## src/rtl/instr_cache.sv

```systemverilog
// Direct-mapped, read-only instruction cache: combinational hit path, stalls the
// fetch port with BUSYWAIT while a 16-byte block is refilled from instruction memory.
module instr_cache #(
    parameter int ADDR_W     = 10,
    parameter int NUM_BLOCKS = 8
) (
    input  logic                CLK,
    input  logic                RESET,
    input  logic [31:0]         PC,
    output logic [31:0]         INSTRUCTION,
    output logic                BUSYWAIT,
    output logic                MEM_READ,
    output logic [ADDR_W-5:0]   MEM_ADDRESS,
    input  logic [127:0]        MEM_READDATA,
    input  logic                MEM_BUSYWAIT
);

    localparam int IDX_W = $clog2(NUM_BLOCKS);
    localparam int BLK_W = ADDR_W - 4;
    localparam int TAG_W = BLK_W - IDX_W;

    typedef enum logic [1:0] {
        IDLE   = 2'd0,
        MEM_RD = 2'd1,
        UPDATE = 2'd2
    } state_t;

    state_t                 state_reg;
    logic [BLK_W-1:0]       blk_addr_reg;
    logic                   mem_read_reg;
    logic [31:0]            instr_reg;
    logic [127:0]           fill_reg;
    logic [NUM_BLOCKS-1:0]  valid_reg;
    logic [TAG_W-1:0]       tag_reg  [NUM_BLOCKS];
    logic [127:0]           data_reg [NUM_BLOCKS];

    logic [TAG_W-1:0]       pc_tag;
    logic [IDX_W-1:0]       pc_idx;
    logic [1:0]             pc_off;
    logic                   hit;
    logic [31:0]            line_words [4];
    logic [31:0]            hit_word;
    logic [TAG_W-1:0]       fill_tag;
    logic [IDX_W-1:0]       fill_idx;
    logic                   pc_unused;

    assign pc_tag    = PC[ADDR_W-1 -: TAG_W];
    assign pc_idx    = PC[4 +: IDX_W];
    assign pc_off    = PC[3:2];
    assign pc_unused = ^{PC[31:ADDR_W], PC[1:0]};

    assign fill_tag  = blk_addr_reg[BLK_W-1 -: TAG_W];
    assign fill_idx  = blk_addr_reg[IDX_W-1:0];

    assign hit = valid_reg[pc_idx] && (tag_reg[pc_idx] == pc_tag);

    genvar gi;
    generate
        for (gi = 0; gi < 4; gi++) begin : g_word
            assign line_words[gi] = data_reg[pc_idx][gi*32 +: 32];
        end
    endgenerate

    assign hit_word = line_words[pc_off];

    // Only an idle-state hit is served; otherwise the last served word is held.
    assign INSTRUCTION = (state_reg == IDLE && hit) ? hit_word : instr_reg;
    assign BUSYWAIT    = RESET && ((state_reg != IDLE) || !hit);
    assign MEM_READ    = mem_read_reg;
    assign MEM_ADDRESS = blk_addr_reg;

    always_ff @(posedge CLK or negedge RESET) begin
        if (!RESET) begin
            state_reg    <= IDLE;
            blk_addr_reg <= '0;
            mem_read_reg <= 1'b0;
            instr_reg    <= '0;
            valid_reg    <= '0;
        end else begin
            unique case (state_reg)
                IDLE: begin
                    if (hit) begin
                        instr_reg <= hit_word;
                    end else begin
                        blk_addr_reg <= PC[ADDR_W-1:4];
                        mem_read_reg <= 1'b1;
                        state_reg    <= MEM_RD;
                    end
                end
                MEM_RD: begin
                    if (!MEM_BUSYWAIT) begin
                        mem_read_reg <= 1'b0;
                        state_reg    <= UPDATE;
                    end
                end
                UPDATE: begin
                    valid_reg[fill_idx] <= 1'b1;
                    state_reg           <= IDLE;
                end
                default: begin
                    mem_read_reg <= 1'b0;
                    state_reg    <= IDLE;
                end
            endcase
        end
    end

    // Block buffer and line storage need no reset: valid_reg gates every use.
    always_ff @(posedge CLK) begin
        if (state_reg == MEM_RD && !MEM_BUSYWAIT) begin
            fill_reg <= MEM_READDATA;
        end
        if (state_reg == UPDATE) begin
            tag_reg[fill_idx]  <= fill_tag;
            data_reg[fill_idx] <= fill_reg;
        end
    end

endmodule
```

## config.mk

```make
export PLATFORM = sky130hd
export DESIGN_NAME = instr_cache
export DESIGN_NICKNAME = d
export VERILOG_FILES = /design/src/rtl/instr_cache.sv
export SDC_FILE = /design/constraint.sdc
export NUM_CORES = 1
export LEC_CHECK = 0
export ABC_AREA = 1
export BUFFER_PORTS_ARGS = -buffer_cell sky130_fd_sc_hd__buf_2
export CAP_MARGIN = 20
export CORE_ASPECT_RATIO = 1.2
export CORE_MARGIN = 5
export CORE_UTILIZATION = 50
export DETAILED_ROUTE_END_ITERATION = 10
export GPL_ROUTABILITY_DRIVEN = 0
export HOLD_SLACK_MARGIN = 0.1
export PLACE_DENSITY = 0.72
export SETUP_SLACK_MARGIN = 0.5
export SLEW_MARGIN = 10
export SYNTH_ARGS = -nofsm -noshare
export SYNTH_HDL_FRONTEND = slang
export SYNTH_SLANG_ARGS = --single-unit
```

## constraint.sdc

```tcl
create_clock -name CLK -period 7.4 [get_ports CLK]
set_clock_uncertainty 0.2 [all_clocks]
set_input_delay 1.48 -clock CLK [delete_from_list [all_inputs] [get_ports CLK]]
set_output_delay 1.48 -clock CLK [all_outputs]
set_load 0.005 [all_outputs]
```

==> flow_metrics.env <==
export IMPL_final_critical_path_setup_slack_ps=1160
export IMPL_fillCellCount=7395
export IMPL_grt_pass1_wl_um=170000
export IMPL_hold_depth=1
export IMPL_synth_seq_cells=1225
export IMPL_ctsResizeCount=0
export IMPL_clk_pin_slew_ps=60
export IMPL_cts_hold_fix_buffers=0
export IMPL_timing_final_crit_period_ps=6240
export IMPL_met3WireLength_um=8820
export IMPL_syn_num_nets=3779
export IMPL_hold_viol=0
export IMPL_path_buf_inv=4
export IMPL_highest_signal_layer="met4"
export IMPL_hold_path_startpoint="valid_reg[1]$_DFFE_PN0P_"
export IMPL_post_synth_instance_area_um2=47600
export IMPL_min_delay_worst_endpoint="valid_reg[1]$_DFFE_PN0P_"
export IMPL_setup_viol=0
export IMPL_worstHoldPathType="register to register"
export IMPL_floorplan_die_width_um=292
export IMPL_first_global_vias=27900
export IMPL_drt_met1_wl_um=43900
export IMPL_vias=29100
export IMPL_start_to_end_type_of_the_worst_setup_path="primary input to primary output"
export IMPL_wl_per_cell_um=22.4
export IMPL_place_ws_ps=1310
export IMPL_synth_compound_area_share_pct=8.75
export IMPL_grt_ovfl_total=0
export IMPL_grtUsageTotal_pct=21.8
export IMPL_crit_path_start_kind="primary input"
export IMPL_main_combinational_cell_family_by_area_after_synthesis="simple AND/OR/NAND/NOR gates"
export IMPL_cts_max_level=3
export IMPL_place_inst=4854
export IMPL_synth_mux_area_fraction_pct=0
export IMPL_peak_per_stage_delay_on_the_critical_path_ps=790
export IMPL_first_pass_iters=6
export IMPL_crit_start="PC[4]"
export IMPL_max_slew_margin_rel_pct=5.19
export IMPL_run_status="completed"
export IMPL_latest_clock_arrival_within_the_worst_skew_pair_ps=680
export IMPL_synth_xor_xnor_area_share_pct=0
export IMPL_grt_setup_unrepaired="false"
export IMPL_syn_area_per_cell_um2=13.2
export IMPL_r2r_worst_path_cells=5
export IMPL_die_area_um2=102000
export IMPL_die_height_um=348
export IMPL_wl_met2_um=56900
export IMPL_cpLargestDelayFamily="buffers and inverters"
export IMPL_setup_slack_on_the_worst_flop_to_flop_path_ps=4460
export IMPL_tritoncts="done"
export IMPL_power_static_leakage_nw=18.0
export IMPL_synth_yosys_seq_area_share_pct=76.7
export IMPL_vdd_ir_drop_worst_mv=0.276
export IMPL_cp_slowest_cell="buf_4"
export IMPL_antenna_found_initial=10
export IMPL_post_cts_buffers=0
export IMPL_avgViaCountPerCell=5.73
export IMPL_io_buffers=178
export IMPL_drive_above_1_share_pct=10.8
export IMPL_final_stage_net_count=3876
export IMPL_cp_depth=12
export IMPL_route_final_wire_length_um=114000
export IMPL_timing_final_max_slew_violations=0
export IMPL_detailed_place_hpwl_um=56700
export IMPL_cts_path_max_buffers=3
export IMPL_floorplan_initialDensity_pct=50.2
export IMPL_timing_final_crit_share_pct=84.3
export IMPL_placementRows=124
export IMPL_worst_slew_pin_transition_ps=1420
export IMPL_timing_critical_path_required_ps=5720
export IMPL_fraction_of_the_mapped_netlist_area_in_simple_logic_gates_pct=11.5
export IMPL_yosysWarningCount=0
export IMPL_rr_startpoint="state_reg[1]$_DFFE_PN0P_"
export IMPL_critical_path_peak_fanout=149
export IMPL_crit_top_cell="nand2_1"
export IMPL_power_per_cell_area_nw_per_um2=303
export IMPL_clock_root_buffer="clkbuf_16"
export IMPL_final_util_pct=56.1
export IMPL_synth_lib_cells_used_distinct=23
export IMPL_maximum_achievable_frequency_mhz=160
export IMPL_io_pin_count=203
export IMPL_synth_area_in_adders_pct=0
export IMPL_largest_register_ffs=1024
export IMPL_core_area_um2=95000
export IMPL_critPathArrivalTime_ps=4560
export IMPL_drcViolationCount=0
export IMPL_reg2reg_to="data_reg[1][15]$_DFFE_PP_"
export IMPL_timing_critical_path_cells="buf_8, inv_16, buf_4, o21ai_0, o21ai_0, nand2_1, nand2_1, nand2_1, nand3_1, nand2_1, o21ai_1, buf_2"
export IMPL_synthesis_instances=3616
export IMPL_cts_num_sinks=1225
export IMPL_finalPower_w=0.0162
export IMPL_setup_tns_final_ps=0
export IMPL_antenna_violating_nets_post_route=0
export IMPL_synthToLayoutAreaGrowth_pct=11.8
export IMPL_tritoncts_num_buffers=117
export IMPL_crit_path_end_kind="primary output"
export IMPL_non_filler_instance_count_after_layout=5077
export IMPL_timing_max_cap_violations=0
export IMPL_detailedRoute_firstIterationViolations=2756
export IMPL_grt_max_degree=173
==> worst reg2reg max path, cell delays in order (launching register included) <==
cell and delay [ps]:
dfrtp_1 360, inv_1 70, nor2_1 120, nand2_1 260, nor2_4 720, buf_12 680
==> cells in the final DEF, fill, tap and decap left out <==
master,n
edfxtp_1,1176
nor2_1,790
o21ai_0,430
nand2_1,323
nand3_1,240
buf_2,175
o211ai_1,156
o21ai_1,141
clkbuf_16,119
dfrtp_1,49
inv_1,28
clkinv_2,27
clkinv_1,23
clkbuf_1,23
o22ai_1,22
buf_12,18
buf_4,16
bufinv_16,12
nor2_4,9
or2_2,9
clkbuf_8,6
diode_2,4
inv_6,4
clkinvlp_4,4
inv_16,3
nand3b_1,2
clkinv_4,2
buf_8,2
inv_4,1
nand3_4,1
inv_2,1
buf_6,1
==> metrics by stage <==
step,area (µm²),hold WS (ps)
finish,53200,269
global route,53200,283
CTS,53200,268
detailed placement,49400,253
global placement,49400,252
floorplan,47700,239
==> layout make-up <==
cell class	count	area [µm²]	area share (%)
clock buffers	148	3150	5.91
diodes	4	10.0	0.0188
multi-input cells	2123	9740	18.3
flip-flops and latches	1225	36500	68.6
inverters	34	151	0.284
clock inverters	71	688	1.29
well taps	1260	1580	2.96
repair buffers	212	1400	2.62
==> where the power goes <==
group          total, W  switching, W  leakage, nW  internal, W
Clock           0.00591       0.00248         1.89      0.00342
Sequential      0.00878      0.000341         11.2      0.00844
Combinational   0.00146       0.00106         4.91     0.000400
==> synth_stat cells <==
cell / n / area (µm²)
buf_4: 25 / 188
clkinv_1: 3 / 11.3
dfrtp_1: 49 / 1230
o211ai_1: 156 / 1170
inv_6: 1 / 8.76
or2_2: 9 / 56.3
buf_2: 43 / 215
buf_1: 32 / 120
o21ai_0: 430 / 2150
inv_1: 28 / 105
buf_6: 29 / 327
nand3b_1: 2 / 15.0
nor2_1: 799 / 3000
buf_8: 4 / 60.1
buf_12: 1 / 20.0
nand3_2: 1 / 10.0
nand2_1: 323 / 1210
inv_2: 2 / 7.51
clkbuf_1: 100 / 375
o21ai_1: 141 / 706
o22ai_1: 22 / 138
nand3_1: 240 / 1200
edfxtp_1: 1176 / 35300
==> worst max-delay path by stage <==
| stage | slack [ps] | end |
|---|---|---|
| floorplan | 170 | valid_reg[0]$_DFFE_PN0P_ |
| global placement | 1330 | INSTRUCTION[3] |
| detailed placement | 1310 | INSTRUCTION[3] |
| CTS | 1260 | INSTRUCTION[3] |
| global route | 940 | INSTRUCTION[3] |
| finish | 1160 | INSTRUCTION[3] |
==> cells by family (layout without fill, tap and decap cells) <==
logic type | count (synthesis) | count (layout)
and+or+nand+nor | 1374 | 1374
AOI/OAI and AO/OA | 749 | 749
buffers and inverters | 268 | 465
DFF | 1225 | 1225
other | 0 | 4
==> routing by layer <==
metal	track usage (%)	vias up
met5	0	-
met4	8.80	0
met3	3.25	216
met2	37.0	1196
met1	28.7	14400
li1	-	13300
(Power assumes the default switching activity.)
